===== src/rtl/btn_pkg.sv =====
// Shared constants for the pushbutton debouncer: FSM state encoding and
// counter widths sized from the legal parameter maxima.
package btn_pkg;

  localparam int STATE_W = 2;

  localparam logic [STATE_W-1:0] IDLE         = 2'd0;
  localparam logic [STATE_W-1:0] PRESS_WAIT   = 2'd1;
  localparam logic [STATE_W-1:0] PRESSED      = 2'd2;
  localparam logic [STATE_W-1:0] RELEASE_WAIT = 2'd3;

  // STABLE_SAMPLES <= 15 and REPEAT_DELAY/RATE <= 255, so these never wrap.
  localparam int CNT_W = 4;
  localparam int REP_W = 8;

endpackage


===== src/rtl/sync_2ff.sv =====
// Two-flop synchronizer for a single asynchronous bit, synchronous reset.
module sync_2ff (
  input  logic clk,
  input  logic rst,
  input  logic d,
  output logic q
);

  logic meta_q, meta_d;
  logic sync_q, sync_d;

  always_comb begin
    meta_d = d;
    sync_d = meta_q;
  end

  always_ff @(posedge clk) begin
    if (rst) begin
      meta_q <= 1'b0;
      sync_q <= 1'b0;
    end else begin
      meta_q <= meta_d;
      sync_q <= sync_d;
    end
  end

  assign q = sync_q;

endmodule


===== src/rtl/btn_debounce_fsm.sv =====
// Pushbutton debouncer: samples the synchronized button on every slow_clk
// edge and emits a clean level plus press/release/auto-repeat pulses.
module btn_debounce_fsm
  import btn_pkg::*;
#(
  parameter int STABLE_SAMPLES = 2,
  parameter int REPEAT_DELAY   = 4,
  parameter int REPEAT_RATE    = 2,
  parameter bit REPEAT_EN      = 1'b1
) (
  input  logic in_clk,
  input  logic rst,
  input  logic slow_clk,
  input  logic btn_raw,
  output logic btn_level,
  output logic btn_press,
  output logic btn_release,
  output logic btn_repeat
);

  localparam logic [CNT_W-1:0] STABLE_C = CNT_W'(STABLE_SAMPLES);
  localparam logic [REP_W-1:0] DELAY_C  = REP_W'(REPEAT_DELAY);
  localparam logic [REP_W-1:0] RATE_C   = REP_W'(REPEAT_RATE);
  localparam logic [CNT_W-1:0] CNT_ONE  = CNT_W'(1);
  localparam logic [REP_W-1:0] REP_ONE  = REP_W'(1);

  logic btn_s, slow_s;

  sync_2ff u_sync_btn (
    .clk (in_clk),
    .rst (rst),
    .d   (btn_raw),
    .q   (btn_s)
  );

  sync_2ff u_sync_slow (
    .clk (in_clk),
    .rst (rst),
    .d   (slow_clk),
    .q   (slow_s)
  );

  logic               slow_prev_q, slow_prev_d;
  logic [STATE_W-1:0] state_q, state_d;
  logic [CNT_W-1:0]   cnt_q, cnt_d;
  logic [REP_W-1:0]   rep_cnt_q, rep_cnt_d;
  logic               rate_phase_q, rate_phase_d;
  logic               level_q, level_d;
  logic               press_q, press_d;
  logic               release_q, release_d;
  logic               repeat_q, repeat_d;

  logic               tick;
  logic               sample;
  logic [CNT_W-1:0]   cnt_inc;
  logic [REP_W-1:0]   rep_inc;

  // Both slow_clk edges produce a one-cycle tick.
  assign tick    = slow_s ^ slow_prev_q;
  assign sample  = btn_s;
  assign cnt_inc = cnt_q + CNT_ONE;
  assign rep_inc = rep_cnt_q + REP_ONE;

  always_comb begin
    slow_prev_d  = slow_s;
    state_d      = state_q;
    cnt_d        = cnt_q;
    rep_cnt_d    = rep_cnt_q;
    rate_phase_d = rate_phase_q;
    press_d      = 1'b0;
    release_d    = 1'b0;
    repeat_d     = 1'b0;

    if (tick) begin
      case (state_q)
        IDLE: begin
          if (sample) begin
            if (STABLE_C == CNT_ONE) begin
              state_d      = PRESSED;
              press_d      = 1'b1;
              cnt_d        = '0;
              rep_cnt_d    = '0;
              rate_phase_d = 1'b0;
            end else begin
              state_d = PRESS_WAIT;
              cnt_d   = CNT_ONE;
            end
          end
        end

        PRESS_WAIT: begin
          if (sample) begin
            if (cnt_inc == STABLE_C) begin
              state_d      = PRESSED;
              press_d      = 1'b1;
              cnt_d        = '0;
              rep_cnt_d    = '0;
              rate_phase_d = 1'b0;
            end else begin
              cnt_d = cnt_inc;
            end
          end else begin
            state_d = IDLE;
            cnt_d   = '0;
          end
        end

        PRESSED: begin
          if (!sample) begin
            if (STABLE_C == CNT_ONE) begin
              state_d   = IDLE;
              release_d = 1'b1;
              cnt_d     = '0;
            end else begin
              state_d = RELEASE_WAIT;
              cnt_d   = CNT_ONE;
            end
          end else if (REPEAT_EN) begin
            // First repeat waits REPEAT_DELAY ticks, later ones REPEAT_RATE.
            if (rep_inc == (rate_phase_q ? RATE_C : DELAY_C)) begin
              repeat_d     = 1'b1;
              rep_cnt_d    = '0;
              rate_phase_d = 1'b1;
            end else begin
              rep_cnt_d = rep_inc;
            end
          end
        end

        RELEASE_WAIT: begin
          if (!sample) begin
            if (cnt_inc == STABLE_C) begin
              state_d   = IDLE;
              release_d = 1'b1;
              cnt_d     = '0;
            end else begin
              cnt_d = cnt_inc;
            end
          end else begin
            // A release glitch restarts the hold delay so no repeat fires early.
            state_d      = PRESSED;
            cnt_d        = '0;
            rep_cnt_d    = '0;
            rate_phase_d = 1'b0;
          end
        end

        default: begin
          state_d      = IDLE;
          cnt_d        = '0;
          rep_cnt_d    = '0;
          rate_phase_d = 1'b0;
        end
      endcase
    end

    level_d = (state_d == PRESSED) || (state_d == RELEASE_WAIT);
  end

  always_ff @(posedge in_clk) begin
    if (rst) begin
      slow_prev_q  <= 1'b0;
      state_q      <= IDLE;
      cnt_q        <= '0;
      rep_cnt_q    <= '0;
      rate_phase_q <= 1'b0;
      level_q      <= 1'b0;
      press_q      <= 1'b0;
      release_q    <= 1'b0;
      repeat_q     <= 1'b0;
    end else begin
      slow_prev_q  <= slow_prev_d;
      state_q      <= state_d;
      cnt_q        <= cnt_d;
      rep_cnt_q    <= rep_cnt_d;
      rate_phase_q <= rate_phase_d;
      level_q      <= level_d;
      press_q      <= press_d;
      release_q    <= release_d;
      repeat_q     <= repeat_d;
    end
  end

  assign btn_level   = level_q;
  assign btn_press   = press_q;
  assign btn_release = release_q;
  assign btn_repeat  = repeat_q;

endmodule

===== config.mk =====
export PLATFORM = sky130hd
export DESIGN_NAME = btn_debounce_fsm
export DESIGN_NICKNAME = d
export VERILOG_FILES = /design/src/rtl/btn_pkg.sv /design/src/rtl/sync_2ff.sv /design/src/rtl/btn_debounce_fsm.sv
export SDC_FILE = /design/constraint.sdc
export NUM_CORES = 1
export LEC_CHECK = 0
export BUFFER_PORTS_ARGS = -buffer_cell sky130_fd_sc_hd__buf_2
export CORE_MARGIN = 2
export CORE_UTILIZATION = 40
export CTS_CLUSTER_DIAMETER = 30
export DETAILED_ROUTE_END_ITERATION = 8
export GPL_TIMING_DRIVEN = 0
export PLACE_DENSITY = 0.64
export SYNTH_ARGS = -nofsm -noshare
export SYNTH_HDL_FRONTEND = slang
export SYNTH_HIERARCHICAL = 1
export SYNTH_SLANG_ARGS = --single-unit

===== constraint.sdc =====
create_clock -name in_clk -period 1.82 [get_ports in_clk]
set_input_delay 0.182 -clock in_clk [delete_from_list [all_inputs] [get_ports in_clk]]
set_output_delay 0.182 -clock in_clk [all_outputs]
set_load 0.05 [all_outputs]

# Word level (Yosys, flattened, before mapping)
# Index checks and enable logic that the tools add are counted.
[word_totals] word_cells=73 reg_bits=24
[op_classes] n_reduce_logical=9 n_eq_ne=14 n_mux=29 bitwise_logic=6 n_addsub=2
[ops] cell="2-to-1 mux 8 bit" n=5
[ops] cell="case mux 8 bit (3 select lines)" n=1
[ops] cell="2-to-1 mux 4 bit" n=5
[ops] cell="case mux 4 bit (4 select lines)" n=1
[ops] cell="2-to-1 mux 2 bit" n=7
[ops] cell="OR reduction 4 bit" n=3
[ops] cell="adder 8 x 1 -> 8 bit (second input constant)" n=1
[ops] cell="== test 2 bit (second input constant)" n=4
[ops] cell="== test 8 x 3 -> 1 bit" n=1
[ops] cell="!= test 2 x 1 -> 1 bit (second input constant)" n=4
[ops] cell="case mux 2 bit (4 select lines)" n=1
[ops] cell="2-to-1 mux 1 bit" n=7
[ops] cell="AND reduction 7 bit" n=1
[ops] cell="!= test 2 bit (second input constant)" n=3
[ops] cell="AND reduction 6 bit" n=1
[ops] cell="inverter 1 bit" n=5
[ops] cell="adder 4 x 1 -> 4 bit (second input constant)" n=1
[ops] cell="== test 4 x 2 -> 1 bit (second input constant)" n=1
[ops] cell="2-to-1 mux 3 bit" n=1
[ops] cell="case mux 1 bit (3 select lines)" n=1
[ops] cell="AND reduction 3 bit" n=1
[ops] cell="nonzero test 3 bit" n=1
[ops] cell="== test 2 x 1 -> 1 bit (second input constant)" n=1
[ops] cell="zero test 2 bit" n=1
[ops] cell="other kinds (2)" n=2

# Depth between registers and ports, before layout
[depth] ltp_word=8 mapped_depth=7

# Cells and area by module
# Netlist, hierarchy kept.
[by_module_without_submodules] module="btn_debounce_fsm" cells_each=137 area_per_inst_um2=1143.6 n_inst=1
[by_module_without_submodules] module="sync_2ff" cells_each=4 area_per_inst_um2=52.6 n_inst=2

# Worst setup path before layout
# OpenSTA, ideal clock, no wires.
[synth_path] kind="reg2reg" start="register rep_cnt_q[1]" end="register rate_phase_q" synth_period_minus_slack_ns=1.791 arrival_ns=1.720 path_slack_ns=0.029 setup_time_ns=0.070 required_time_ns=1.750 n_path_buf=0 path_stages_with_launch=7 path_cell_list="dfxtp_1 -> ha_1 -> or2_0 -> a211oi_2 -> nor3_1 -> or4_4 -> a21oi_1"
[synth_between] elab_chain_cells=4
[synth_rtl] element="from (decl)" line_no="btn_debounce_fsm.sv:46" source="logic [REP_W-1:0] rep_cnt_q, rep_cnt_d;"
[synth_rtl] element="from (signal assigned)" line_no="btn_debounce_fsm.sv:175" source="rep_cnt_q <= rep_cnt_d;"
[synth_rtl] element="adder 8 x 1 -> 8 bit" line_no="btn_debounce_fsm.sv:62" source="assign rep_inc = rep_cnt_q + REP_ONE;"
[synth_rtl] element="== test 8 x 3 -> 1 bit" line_no="btn_debounce_fsm.sv:120" source="if (rep_inc == (rate_phase_q ? RATE_C : DELAY_C)) begin"
[synth_rtl] element="!= test 2 bit (no line)"
[synth_rtl] element="AND reduction 7 bit (no line)"
[synth_rtl] element="to (signal assigned)" line_no="btn_debounce_fsm.sv:176" source="rate_phase_q <= rate_phase_d;"
[synth_rtl] element="to (decl)" line_no="btn_debounce_fsm.sv:47" source="logic rate_phase_q, rate_phase_d;"
# Every way passes these cells.
# A chain may end at the register's enable or synchronous reset.

# Worst setup path in the final report
[layout_path] start="register rep_cnt_q[0]" end="register rate_phase_q"
# The elaborated chain is that of the path after synthesis.

==> results.cfg <==
[yosys]
synth-edff-count = 0
synth_xor_area_share_pct = 2.71
ys.flop_type = dfxtp_1
yosysUniqueCellTypes = 46
synth_top_family_by_area = simple AND/OR/NAND/NOR gates
avgSynthCellArea_um2 = 8.61
ys_top_cells_by_area = dfxtp_1, nor2b_1, nor2_1, a21oi_1, nand2_1
yosysMostFrequentCell = dfxtp_1
synth-compound-area-share_pct = 21.0
synth.area.mux_share_pct = 1.70
yosys_warnings = 6
yosysTopAreaCellShare_pct = 38.5
synthSimpleGateAreaFrac_pct = 30.3
syn_area_um2 = 1250
synth_seq_cells = 24
synth_commonest_cells = dfxtp_1, nor2_1, nand2_1, a21oi_1
synthAdderAreaFrac_pct = 3.01
synth_cells = 145
synth_seq_area_share_pct = 38.5
yosysTopAreaCell = dfxtp_1
async_flop_share_pct = 0
synth_nets = 152

[critical_path]
end_kind = flop
crit_fanout = 8
slowest_delay_ps = 490
critPathLaunchType = flop
crit_arrival_ps = 2060
crit_type = reg -> reg
crit_chain = ha_4 -> or2_0 -> a211oi_2 -> nor3_2 -> or4_4 -> a21oi_2
rr_worst_depth = 6
crit_required_ps = 2090
cp_slowest_cell = or4_4

[timing]
whs_ps = 54.5
tightest_slew_ps = 538
finalMaxSlewViolations = 0
hold_viol_final = 0
slew_headroom_pct = 64.1
setup_viol = 0
min_period_over_period_pct = 98.5
fin_crit_ps = 1790
grt_setup_unrepaired = yes
finClkSkew_ps = 4.83
fmax_ghz = 0.558

[placed_design]
port_buffers = 7
gp_congestion = 0.791
place.detailed.hpwl_mm = 1.73
dpl_cell_area_um2 = 1330

[floorplanning]
fp.dieW_um = 59.9
chipHeight_um = 59.9
num_rows = 20
start_util_pct = 41.6
core_um2 = 3000
die_area_um2 = 3580
io_pins = 8

[final_layout]
area_growth_pct = 19.8
fillers = 304
drive_gt1_share_pct = 25.8
design_area_um2 = 1500
finalNetCount = 171
antenna_cells = 0

[power]
ir_drop_mv = 0.347
p_leak_nw = 0.518
power.density_nw_per_um2 = 566

[drt]
vias = 1118
first_iter_violations = 43
vias_per_cell = 5.70
drc = 0
ant_nets = 0
wl_per_cell_um = 13.8
routed_wl_mm = 2.70
dr.pass1.iters = 4

[clocking]
cts_tree = done
cts.clk_slew.worst_paths_ps = 130
cts_made_buffers = 3
cts_root_buf = clkbuf_4
cts_buffer_depth = 2
cts_sinks = 24
clock_latency_ps = 330
htree_levels = 1

[grt]
gr-usage-all-layers_pct = 17.0
grt_max_degree = 14
antenna_found_initial = 0
grt_pass1_vias = 983
grt_pass1_wl_mm = 4.52
overflow = 0

[job]
drv_cap = 0

[hold_path]
min_path_type = in -> reg
hold_depth = 2

[status]
status = finished, final reports clean
layer usage:
layer,wire length (µm),global-route usage (%),share of wire [%],vias to the layer above
met3,128,4.11,4.7,5
li1,-,-,-,578
met4,53,7.62,2.0,0
met2,1190,25.2,44,26
met5,0,0,0,-
met1,1330,23.2,49,509
sequential cells by signal (all words and copies together), names as in the netlist:
register	flops
rep_cnt_q	8
cnt_q	4
state_q	2
btn_level	1
btn_press	1
btn_release	1
btn_repeat	1
rate_phase_q	1
slow_prev_q	1
u_sync_btn/meta_q	1
u_sync_btn/q	1
u_sync_slow/meta_q	1
u_sync_slow/q	1
critical path, delay by kind of cell (launching register included):
family          cells  cell delay (ps)
fa+ha+maj           1              180
compound gates      2              370
simple gates        3              780
flops               1              390
through the flow:
stage	power [mW]	instances	TNS [ps]	utilization, %	setup slack [ps]
floorplan	0.564	145	0	-	29.2
global placement	0.574	185	-867	44.1	-147
detailed placement	0.575	185	-1140	44.1	-172
CTS	0.855	192	0	47.3	15.0
global route	0.885	196	-75.3	49.8	-43.8
finish	0.847	196	0	49.8	28.1
power by group:
part           switching [mW]  internal (mW)
sequential            0.00558          0.525
combinational          0.0189         0.0112
clock                   0.164          0.123
layout make-up:
type / instances / area [µm²] / share of cell area (%)
clock buffers: 4 / 36.3 / 2.42
well taps: 33 / 41.3 / 2.76
multi-input cells: 114 / 796 / 53.2
repair buffers: 15 / 95.1 / 6.35
flip-flops and latches: 24 / 497 / 33.2
plain buffers: 4 / 23.8 / 1.59
inverters: 2 / 7.51 / 0.502
worst paths after layout:
kind	start	endpoint	slack (ps)
min reg2reg	u_sync_slow/meta_q$_SDFF_PP0_	u_sync_slow/q$_SDFF_PP0_	460
max	rep_cnt_q[0]$_SDFFE_PP0P_	rate_phase_q$_SDFFE_PP0P_	30
min	btn_raw	u_sync_btn/meta_q$_SDFF_PP0_	50
max reg2reg	rep_cnt_q[0]$_SDFFE_PP0P_	rate_phase_q$_SDFFE_PP0P_	30
layout by cell type (no fill, tap or decap), drive strengths merged, types with 5 or more instances in the layout:
master / instances
buf: 17
nor2: 13
a311oi: 5
dfxtp: 24
o21ai: 6
nand2: 12
nor2b: 8
nand2b: 5
nand3: 8
clkbuf: 6
a21oi: 10
repair_timing:
item,CTS,global route
endpoints found under the setup margin,11,11
resized for setup,12,9
hold buffers,0,0
buffers inserted,3,5
pin swaps,2,3
cell families after synthesis:
logic type                 Yosys count
and+or+nand+nor                     69
adders and majority gates            3
muxes                                2
AOI/OAI and AO/OA                   37
DFF                                 24
xor gates and xnor gates             3
buffers and inverters                7
Power figures use the tool's default switching activity.
